**src/rtl/kitchen_timer_ctrl_pkg.sv**
```systemverilog
// kitchen_timer_pkg: state codes and LED patterns shared by the kitchen timer controller
package kitchen_timer_pkg;
  localparam int ST_W = 3;
  localparam int LED_W = 10;
  typedef enum logic [ST_W-1:0] {
    IDLE  = 3'd0,
    SET   = 3'd1,
    RUN   = 3'd2,
    PAUSE = 3'd3,
    ALARM = 3'd4
  } state_t;
  localparam logic [LED_W-1:0] LED_SET = 10'h200;
  localparam logic [LED_W-1:0] LED_PAUSE = 10'h001;
endpackage

```
**src/rtl/kitchen_timer_ctrl_if.sv**
```systemverilog
// kitchen_timer_ctrl_if: button/tick inputs and command/status outputs of the timer controller
interface kitchen_timer_ctrl_if;
  import kitchen_timer_pkg::*;
  logic tick_ms, btn_ss, btn_min, btn_sec, set_mode, clear, cnt_zero;
  logic dec_en, inc_min, inc_sec, cnt_clr, running, alarm;
  logic [LED_W-1:0] led;
  logic [ST_W-1:0] state;
  modport master (
    output tick_ms, btn_ss, btn_min, btn_sec, set_mode, clear, cnt_zero,
    input dec_en, inc_min, inc_sec, cnt_clr, running, alarm, led, state
  );
  modport slave (
    input tick_ms, btn_ss, btn_min, btn_sec, set_mode, clear, cnt_zero,
    output dec_en, inc_min, inc_sec, cnt_clr, running, alarm, led, state
  );
endinterface

```
**src/rtl/kitchen_timer_ctrl_btn_edge_repeat.sv**
```systemverilog
// btn_edge_repeat: rising-edge detector with hold-to-repeat when KTCTRL_AUTOREPEAT_EN is defined
module btn_edge_repeat #(
  parameter int REPEAT_DLY_MS = 500,
  parameter int REPEAT_MS = 100
) (
  input  logic clk,
  input  logic rst_n,
  input  logic tick,
  input  logic lvl,
  input  logic rep_en,
  output logic hit
);
  logic prev;
  // prev follows the level in reset too, so a button held through reset yields no edge
  always_ff @(posedge clk) prev <= lvl;
`ifdef KTCTRL_AUTOREPEAT_EN
  localparam int CW = $clog2(REPEAT_DLY_MS > REPEAT_MS ? REPEAT_DLY_MS : REPEAT_MS);
  logic [CW-1:0] cnt;
  logic rep, fire;
  assign fire = rep_en && lvl && tick && (cnt == CW'(rep ? REPEAT_MS - 1 : REPEAT_DLY_MS - 1));
  always_ff @(posedge clk) begin
    if (!rst_n || !rep_en || !lvl) begin
      cnt <= '0;
      rep <= 1'b0;
    end else if (tick) begin
      cnt <= fire ? '0 : cnt + 1'b1;
      rep <= rep | fire;
    end
  end
  assign hit = (lvl && !prev) || fire;
`else
  logic unused_ok;
  assign unused_ok = ^{rst_n, tick, rep_en} ^ (REPEAT_DLY_MS > REPEAT_MS);
  assign hit = lvl && !prev;
`endif
endmodule

```
**src/rtl/kitchen_timer_ctrl.sv**
```systemverilog
// kitchen_timer_ctrl: run/pause/alarm sequencer with 1 s prescaler and button handling for the MM:SS timer
// Define KTCTRL_AUTOREPEAT_EN for hold-to-repeat on the minute/second set buttons.
module kitchen_timer_ctrl
  import kitchen_timer_pkg::*;
#(
  parameter int MS_PER_SEC = 1000,
  parameter int ALARM_SECS = 10,
  parameter int BLINK_MS = 250,
  parameter int REPEAT_DLY_MS = 500,
  parameter int REPEAT_MS = 100
) (
  input logic clk,
  input logic rst_n,
  kitchen_timer_ctrl_if.slave bus
);
  localparam int ALARM_MS = ALARM_SECS * 1000;
  localparam int PW = $clog2(MS_PER_SEC);
  localparam int AW = $clog2(ALARM_MS);
  localparam int BW = $clog2(BLINK_MS);
  state_t st;
  logic [PW-1:0] pre;
  logic [AW-1:0] alm;
  logic [BW-1:0] blk;
  logic run_led, blink, dec_en, inc_min, inc_sec, cnt_clr;
  logic e_ss, e_min, e_sec, e_clr, pre_exp, alm_exp, blk_exp, in_set;
  assign in_set = st == SET;
  btn_edge_repeat #(.REPEAT_DLY_MS(REPEAT_DLY_MS), .REPEAT_MS(REPEAT_MS)) u_ss (
    .clk(clk), .rst_n(rst_n), .tick(bus.tick_ms), .lvl(bus.btn_ss), .rep_en(1'b0), .hit(e_ss));
  btn_edge_repeat #(.REPEAT_DLY_MS(REPEAT_DLY_MS), .REPEAT_MS(REPEAT_MS)) u_clr (
    .clk(clk), .rst_n(rst_n), .tick(bus.tick_ms), .lvl(bus.clear), .rep_en(1'b0), .hit(e_clr));
  btn_edge_repeat #(.REPEAT_DLY_MS(REPEAT_DLY_MS), .REPEAT_MS(REPEAT_MS)) u_min (
    .clk(clk), .rst_n(rst_n), .tick(bus.tick_ms), .lvl(bus.btn_min), .rep_en(in_set), .hit(e_min));
  btn_edge_repeat #(.REPEAT_DLY_MS(REPEAT_DLY_MS), .REPEAT_MS(REPEAT_MS)) u_sec (
    .clk(clk), .rst_n(rst_n), .tick(bus.tick_ms), .lvl(bus.btn_sec), .rep_en(in_set), .hit(e_sec));
  assign pre_exp = bus.tick_ms && pre == PW'(MS_PER_SEC - 1);
  assign alm_exp = bus.tick_ms && alm == AW'(ALARM_MS - 1);
  assign blk_exp = bus.tick_ms && blk == BW'(BLINK_MS - 1);
  always_ff @(posedge clk) begin
    dec_en <= 1'b0;
    inc_min <= 1'b0;
    inc_sec <= 1'b0;
    cnt_clr <= 1'b0;
    if (!rst_n) begin
      st <= IDLE;
      pre <= '0;
      alm <= '0;
      blk <= '0;
      run_led <= 1'b0;
      blink <= 1'b0;
    end else if (e_clr) begin
      cnt_clr <= 1'b1;
      st <= bus.set_mode ? SET : IDLE;
      pre <= '0;
    end else if (bus.set_mode && st != SET) begin
      st <= SET;
      pre <= '0;
    end else begin
      case (st)
        IDLE: if (e_ss && !bus.cnt_zero) begin
          st <= RUN;
          pre <= '0;
        end
        SET: begin
          inc_min <= e_min;
          inc_sec <= e_sec;
          if (!bus.set_mode) st <= IDLE;
        end
        // pausing on an expiry cycle drops that decrement and keeps the fraction
        RUN: if (bus.cnt_zero) begin
          st <= ALARM;
          alm <= '0;
          blk <= '0;
          blink <= 1'b1;
        end else if (e_ss) st <= PAUSE;
        else if (bus.tick_ms) begin
          pre <= pre_exp ? '0 : pre + 1'b1;
          dec_en <= pre_exp;
          run_led <= run_led ^ pre_exp;
        end
        PAUSE: if (e_ss) st <= bus.cnt_zero ? IDLE : RUN;
        ALARM: if (e_ss || e_min || e_sec || alm_exp) st <= IDLE;
        else if (bus.tick_ms) begin
          alm <= alm + 1'b1;
          blk <= blk_exp ? '0 : blk + 1'b1;
          blink <= blink ^ blk_exp;
        end
        default: st <= IDLE;
      endcase
    end
  end
  assign bus.dec_en = dec_en;
  assign bus.inc_min = inc_min;
  assign bus.inc_sec = inc_sec;
  assign bus.cnt_clr = cnt_clr;
  assign bus.state = st;
  assign bus.running = st == RUN;
  assign bus.alarm = st == ALARM;
  assign bus.led = st == SET ? LED_SET :
                   st == PAUSE ? LED_PAUSE :
                   st == RUN ? {{(LED_W-1){1'b0}}, run_led} :
                   st == ALARM ? {LED_W{blink}} : '0;
endmodule

```
**src/flat_wrapper.sv**
```systemverilog
// flat-port wrapper written by rule: the top's interface ports become plain ports
module kitchen_timer_ctrl_flat import kitchen_timer_pkg::*;
#(
  parameter int MS_PER_SEC = 1000,
  parameter int ALARM_SECS = 10,
  parameter int BLINK_MS = 250,
  parameter int REPEAT_DLY_MS = 500,
  parameter int REPEAT_MS = 100
)
  (clk, rst_n, bus_tick_ms, bus_btn_ss, bus_btn_min, bus_btn_sec, bus_set_mode, bus_clear, bus_cnt_zero, bus_dec_en, bus_inc_min, bus_inc_sec, bus_cnt_clr, bus_running, bus_alarm, bus_led, bus_state);
  kitchen_timer_ctrl_if bus_i ();
  input logic clk;
  input logic rst_n;
  input wire logic [$bits(bus_i.tick_ms)-1:0] bus_tick_ms;
  input wire logic [$bits(bus_i.btn_ss)-1:0] bus_btn_ss;
  input wire logic [$bits(bus_i.btn_min)-1:0] bus_btn_min;
  input wire logic [$bits(bus_i.btn_sec)-1:0] bus_btn_sec;
  input wire logic [$bits(bus_i.set_mode)-1:0] bus_set_mode;
  input wire logic [$bits(bus_i.clear)-1:0] bus_clear;
  input wire logic [$bits(bus_i.cnt_zero)-1:0] bus_cnt_zero;
  output wire logic [$bits(bus_i.dec_en)-1:0] bus_dec_en;
  output wire logic [$bits(bus_i.inc_min)-1:0] bus_inc_min;
  output wire logic [$bits(bus_i.inc_sec)-1:0] bus_inc_sec;
  output wire logic [$bits(bus_i.cnt_clr)-1:0] bus_cnt_clr;
  output wire logic [$bits(bus_i.running)-1:0] bus_running;
  output wire logic [$bits(bus_i.alarm)-1:0] bus_alarm;
  output wire logic [$bits(bus_i.led)-1:0] bus_led;
  output wire logic [$bits(bus_i.state)-1:0] bus_state;
  assign bus_i.tick_ms = bus_tick_ms;
  assign bus_i.btn_ss = bus_btn_ss;
  assign bus_i.btn_min = bus_btn_min;
  assign bus_i.btn_sec = bus_btn_sec;
  assign bus_i.set_mode = bus_set_mode;
  assign bus_i.clear = bus_clear;
  assign bus_i.cnt_zero = bus_cnt_zero;
  assign bus_dec_en = bus_i.dec_en;
  assign bus_inc_min = bus_i.inc_min;
  assign bus_inc_sec = bus_i.inc_sec;
  assign bus_cnt_clr = bus_i.cnt_clr;
  assign bus_running = bus_i.running;
  assign bus_alarm = bus_i.alarm;
  assign bus_led = bus_i.led;
  assign bus_state = bus_i.state;
  kitchen_timer_ctrl #(.MS_PER_SEC(MS_PER_SEC), .ALARM_SECS(ALARM_SECS), .BLINK_MS(BLINK_MS), .REPEAT_DLY_MS(REPEAT_DLY_MS), .REPEAT_MS(REPEAT_MS)) u_core (.clk(clk), .rst_n(rst_n), .bus(bus_i));
endmodule
```
**config.mk**
```make
export PLATFORM = sky130hd
export DESIGN_NAME = kitchen_timer_ctrl_flat
export DESIGN_NICKNAME = d
export VERILOG_FILES = /design/src/rtl/kitchen_timer_ctrl_pkg.sv /design/src/rtl/kitchen_timer_ctrl_if.sv /design/src/rtl/kitchen_timer_ctrl_btn_edge_repeat.sv /design/src/rtl/kitchen_timer_ctrl.sv /design/src/flat_wrapper.sv
export SDC_FILE = /design/constraint.sdc
export NUM_CORES = 1
export LEC_CHECK = 0
export BUFFER_PORTS_ARGS = -buffer_cell sky130_fd_sc_hd__buf_2
export CAP_MARGIN = 25
export CELL_PAD_IN_SITES_DETAIL_PLACEMENT = 0
export CELL_PAD_IN_SITES_GLOBAL_PLACEMENT = 1
export CORE_MARGIN = 1
export CORE_UTILIZATION = 44
export DETAILED_ROUTE_END_ITERATION = 8
export GPL_ROUTABILITY_DRIVEN = 0
export PLACE_DENSITY = 0.88
export SYNTH_ARGS = -nofsm -noshare
export SYNTH_HDL_FRONTEND = slang
export SYNTH_SLANG_ARGS = --single-unit
```
**constraint.sdc**
```tcl
create_clock -name clk -period 2.25 [get_ports clk]
set_input_delay 0.45 -clock clk [delete_from_list [all_inputs] [get_ports clk]]
set_output_delay 0.45 -clock clk [all_outputs]
set_load 0.05 [all_outputs]
```
; ---- Yosys cells after proc, flatten, opt, wreduce, memory -nomap -nowiden
; Cells that the tools add are included.
[classes]
eq_ne = 20
add_sub_neg = 3
mul = 0
n_shift = 0
reduce_logical = 27
n_lt_le_gt_ge = 0
div_mod_pow = 0
muxes = 35
bitwise = 10
[ops]
columns = op, n
row1 = two-way mux 10 bit, 9
row2 = two-way mux 14 bit, 3
row3 = two-way mux 8 bit, 4
row4 = one-hot mux 14 bit (2 select lines), 1
row5 = two-way mux 3 bit, 8
row6 = one-hot mux 10 bit (2 select lines), 1
row7 = one-hot mux 8 bit (2 select lines), 1
row8 = one-hot mux 3 bit (5 select lines), 1
row9 = "adder 14 x 1 -> 14 bit, second input constant", 1
row10 = "== test 14 bit, second input constant", 1
row11 = "inequality test 2 bit, second input constant", 6
row12 = "inequality test 4 x 1 -> 1 bit, second input constant", 3
row13 = AND reduction 6 bit, 2
row14 = "adder 10 x 1 -> 10 bit, second input constant", 1
row15 = "== test 10 bit, second input constant", 1
row16 = AND reduction 5 bit, 2
row17 = logical AND 1 bit, 9
row18 = "adder 8 x 1 -> 8 bit, second input constant", 1
row19 = "== test 8 bit, second input constant", 1
row20 = inverter 1 bit, 8
row21 = OR reduction 7 bit, 1
row22 = "== test 3 x 2 -> 1 bit, second input constant", 2
row23 = logical NOT 1 bit, 5
row24 = two-way mux 1 bit, 5
row25 = 14 further kinds, 18
[word_totals]
out_inout_bits = 19
in_bits = 9
ramBits = 0
word_cells = 109
mem_count = 0
latchBits = 0
romBits = 0
reg_bits = 45

; ---- Depth between registers and ports, before layout
[depth]
ltp_word = 9
depth_mapped = 8
mapped_depth_nobuf = 7

; ---- Cells and area by module
; From an unflattened synthesis, not the netlist that was laid out.
[unflattened]
hier_cells = 306
hier_area_um2 = 2446.1
[by_module_without_submodules]
columns = mod, seq_area_each_um2, cells_each, area_each_um2, n_inst
row1 = kitchen_timer_ctrl, 820.8, 298, 2311.0, 1
row2 = btn_edge_repeat, 20.0, 2, 33.8, 4

; ---- Least setup slack after synthesis
; No wires, ideal clock.
[synth_path]
path_type = register -> output
from = register u_core.st[2], in the netlist u_core.bus.state[2]
to = output port bus_led[0]
arrival_ns = 3.041
path_slack_ns = -1.241
path_stages_with_launch = 5
t_required_ns = 1.800
n_path_buf = 1
path_cell_list = dfxtp_1 > buf_2 > nand2_1 > nor3_1 > o21bai_1
[synth_via]
elab_chain_len = 5
elab_cells_between_ends = 8
cone_classes = eq/ne (4) / mux (4)
[synth_lines]
columns = element, line
row1 = from (decl), kitchen_timer_ctrl.sv:20  ; state_t st;
row2 = from (signal assigned), kitchen_timer_ctrl.sv:52  ; st <= bus.set_mode ? SET : IDLE;
row3 = from (signal assigned), kitchen_timer_ctrl.sv:80  ; PAUSE: if (e_ss) st <= bus.cnt_zero ? IDLE : RUN;
row4 = == test 3 bit, kitchen_timer_ctrl.sv:101  ; st == ALARM ? {LED_W{blink}} : '0;
row5 = two-way mux 10 bit, kitchen_timer_ctrl.sv:101
row6 = two-way mux 10 bit, kitchen_timer_ctrl.sv:100  ; st == RUN ? {{(LED_W-1){1'b0}}, run_led} :
row7 = two-way mux 10 bit, kitchen_timer_ctrl.sv:99  ; st == PAUSE ? LED_PAUSE :
row8 = two-way mux 10 bit *, kitchen_timer_ctrl.sv:98  ; assign bus.led = st == SET ? LED_SET :
row9 = to (decl), flat_wrapper.sv:27  ; output wire logic [$bits(bus_i.led)-1:0] bus_led;
; Every way passes the cells marked *; elsewhere a longest branch is shown, timed or not.

; ---- Worst setup path after layout
[layout_path]
from = register u_core.alm[0]
to = register u_core.blk[6]
[layout_via]
elab_chain_len = 5
[layout_lines]
columns = element, line
row1 = from (decl), kitchen_timer_ctrl.sv:22  ; logic [AW-1:0] alm;
row2 = from (signal assigned), kitchen_timer_ctrl.sv:83  ; alm <= alm + 1'b1;
row3 = == test 14 bit, kitchen_timer_ctrl.sv:36  ; assign alm_exp = bus.tick_ms && alm == AW'(ALARM_MS - 1);
row4 = logical AND 1 bit, kitchen_timer_ctrl.sv:36
row5 = logical OR 1 bit, kitchen_timer_ctrl.sv:81  ; ALARM: if (e_ss || e_min || e_sec || alm_exp) st <= IDLE;
row6 = inequality test 2 bit (no source line), --
row7 = AND reduction 6 bit (no source line), --
row8 = to (signal assigned), kitchen_timer_ctrl.sv:84  ; blk <= blk_exp ? '0 : blk + 1'b1;
row9 = to (decl), kitchen_timer_ctrl.sv:23  ; logic [BW-1:0] blk;
; Every way passes these cells.
; A chain may end at the register's enable or synchronous reset.

==> flow_results.org <==
** Run status
- Result of the run :: finished, final reports clean

** Cells and area
- Diodes inserted :: 0
- Post-layout instance count excluding filler cells :: 409
- Proportion of layout cells with a drive suffix above 1 :: 23.74%
- Layout area overhead :: 15.07%
- The net count of the finished layout is 349.

** Synthesis
- In this run the cell area of the synthesized design comes to 2532 µm².
- Fraction of synthesis flops using an asynchronous set or reset pin :: 0%
- Post-synthesis cell count :: 306
- After synthesis, the largest area contributor takes up 35.57% of total cell area.
- Of all cell types, the one taking the most synthesized area is dfxtp_1.
- Number of distinct standard cells referenced by the synthesized netlist :: 54
- Ranked by total cell area, the synthesized netlist is headed by dfxtp_1, a21oi_1, nand3_1.
- By count the netlist is led by dfxtp_1, nor2_1, nand2_1.
- In this run the mean area of a mapped cell was 8.276 µm².
- Number of synthesized register bits :: 45
- After synthesis, flip-flops and latches occupy 35.57% of the total area.
- Leading cell type by number of instances after synthesis :: dfxtp_1
- Post-Syn Nets :: 319
- Number of synthesized flops with an enable pin :: 0
- Among all flip-flop cells after synthesis, the most frequent one is dfxtp_1.
- Yosys warning count :: 0

** Detailed routing
- The count of nets left with antenna violations once routing finished came out at 0.
- In the detailed route, the total length drawn on met3 is 216 µm.
- After detailed routing, the total wire length is 6178 µm.
- In the detailed route, the total length drawn on met2 is 2821 µm.
- Vias :: 2372
- In this run, the number of DRC markers left after iteration 0 of detailed routing was 158.
- Average wire per standard cell :: 15.11 µm
- Met1 wire length :: 3060 µm
- Detailed-route DRC error count :: 0
- Highest Signal Layer :: met4
- Dividing the detail-routed via count by the number of cells gives 5.800.
- Number of iterations in the first detailed-routing pass :: 4

** Setup path
- Crit Reg-Reg Startpoint :: u_core.alm[0]
- The critical path in this run is classified as register to register.
- The worst setup path is captured at a register.
- Data arrives at the worst endpoint at 2.33 ns.
- The worst setup path is launched from a register.
- Crit path from :: u_core.alm[0]
- At the worst endpoint, the required time is 2.44 ns.
- In this run the worst path has a maximum fanout of 16.

** Clock tree
- Clock tree synthesis inserted a total of 5 buffers.
- H-tree level count :: 2
- TritonCTS built the clock tree.
- Clock input transition at the sequential cells of the worst setup and hold paths :: 0.09 ns
- Skew-Pair Late Insertion Delay :: 0.30 ns
- For this design, the CTS-stage hold fixing added 0 buffers.
- In this run the deepest clock path goes through 2 buffers.
- Root Driver :: clkbuf_8
- The clock net in this run drives a total of 45 sinks.

** Timing
- RSZ-0062 raised after global routing :: no
- For this run, the top clock speed supported by timing is 467.3 MHz.
- Setup violations remaining at the end of the flow were counted as 0.
- The final critical path takes up 95.10% of the cycle.
- Measured against its own limit, the worst slew margin works out to 58.56%.
- Aggregate negative setup slack :: 0 ns
- Counting I/O delays and the setup requirement, the final critical path takes 2.140 ns.
- Clock skew on the completed layout was measured at 0.008690 ns.
- Hold violation count in the final report :: 0
- The number of pins with negative max-slew slack in the final report came to 0.
- At the pin with the least slew margin, the transition time is 0.6151 ns.

** Die
- The die covers 6063 µm².
- Chip Width :: 77.87 µm
- The die is 77.87 µm tall.
- Boundary pin count :: 28
- Number of standard-cell rows in the floorplan :: 27
- The region available for standard cell placement spans 5540 µm².
- Starting density of the core :: 45.71%

** GRT
- Across every metal layer, demand over resource in global routing totals 21.71%.
- Vias in the first global route :: 2210
- The first global-routing pass estimated 10520 µm of wire.
- The initial antenna violation count is 0.
- Pin count of the biggest net entering global routing :: 27
- Final global-route overflow total :: 0

** Placement
- Placed Cells :: 400
- DPL Wire Length :: 4443 µm
- IO Port Bufs :: 27

** Worst hold path
- Beginning of the worst hold path :: bus_clear
- Class of the tightest hold or removal check :: input port to register

** Pwr
- Total power :: 1.491 mW
- Largest voltage drop on the vdd net :: 0.0003471 V
- Power per standard cell area :: 511.8 nW/µm²
- Static leakage power :: 1.021 nW

** Run
- Max_cap viols :: 0
==> layer usage <==
layer  global-route usage, %  up-vias
met2                   35.84       39
met5                       0        -
met4                   6.792        0
met1                   28.73     1126
met3                   3.647        6
li1                        -     1201
==> critical path, stage by stage, from the launching register on <==
cell and delay, ns:
dfxtp_1 0.41, ha_2 0.24, nand4b_1 0.13, or4_4 0.52, buf_12 0.17, or4b_4 0.23, nor3_1 0.05, o31a_1 0.29
==> registers in the layout (all words and copies together) (netlist names) <==
register / flops
u_core.bus.cnt_clr: 1
u_core.u_sec.prev: 1
u_core.u_clr.prev: 1
u_core.bus.inc_sec: 1
u_core.run_led: 1
u_core.bus.dec_en: 1
u_core.pre: 10
u_core.bus.inc_min: 1
u_core.alm: 14
u_core.blink: 1
u_core.u_min.prev: 1
u_core.blk: 8
u_core.u_ss.prev: 1
u_core.bus.state: 3
==> repair_timing <==
action	CTS	global route
setup endpoints to repair	0	13
setup buffers	0	1
gates resized for setup	0	3
==> area by class of cell <==
cell class                 instances  area, µm²
inverter                           6      26.28
tap                               72      90.09
fill                             525       2626
clock inverter                     3      21.27
sequential                        45      904.6
clock buffer                       5      68.82
multi-input combinational        232       1498
timing repair buffer              46      305.3
==> where the power goes <==
group | internal, mW | switching [mW] | leakage [nW]
clock network | 0.221 | 0.299 | 0.0445
logic | 0.0521 | 0.107 | 0.611
registers | 0.805 | 0.00693 | 0.366
==> path summary, 6_finish.rpt <==
kind	endpoint	slack [ns]	depth (start not counted)
setup / recovery	u_core.blk[6]	0.11	7
hold / removal	u_core.u_clr.prev	0.26	1
setup reg to reg	u_core.blk[6]	0.11	7
hold reg to reg	u_core.alm[11]	0.49	2
==> kinds of logic after synthesis <==
| kind of cell | count (synthesis) | share of synthesized area, % |
|---|---|---|
| and+or+nand+nor | 136 | 30.43 |
| xor gates and xnor gates | 9 | 3.113 |
| DFF | 45 | 35.57 |
| adders and majority gates | 4 | 1.976 |
| AOI/OAI and AO/OA | 78 | 20.65 |
| buffers and inverters | 29 | 6.225 |
| muxes | 5 | 2.026 |
==> stage by stage <==
step,area [µm²],hold slack (ns),utilization [%],worst slack (ns)
4_1_cts,2885,0.2567,52.08,0.02270
3_3_place_gp,2795,0.4690,50.45,0.05067
3_5_place_dp,2795,0.4826,50.45,0.04131
6_report,2914,0.2596,52.60,0.1102
5_1_grt,2914,0.2615,52.60,0.01635
2_1_floorplan,2560,0.4522,-,-0.05186
==> placed cells by master (no fill, tap or decap), types with 2 or more instances in the layout <==
master / instances
dfxtp_1: 42
buf_2: 26
nor2_1: 24
nand2_1: 22
a21oi_1: 19
nand3_1: 19
o21ai_0: 17
buf_4: 17
xnor2_1: 9
or4_1: 9
nand4_1: 8
a31oi_1: 8
or3_1: 7
and3_1: 7
o31ai_1: 7
nand2b_1: 6
inv_1: 5
o211ai_1: 5
a211oi_1: 5
nor3_1: 5
clkbuf_8: 5
mux2i_1: 4
nor4_1: 4
or2_2: 3
a21o_1: 3
ha_1: 3
dfxtp_2: 3
clkinvlp_4: 2
o221a_2: 2
nand4b_1: 2
nor2b_1: 2
or3b_2: 2
and4_2: 2
a2111oi_0: 2
nor3b_1: 2
buf_12: 2
No activity file was read; power rests on OpenSTA's default activity.
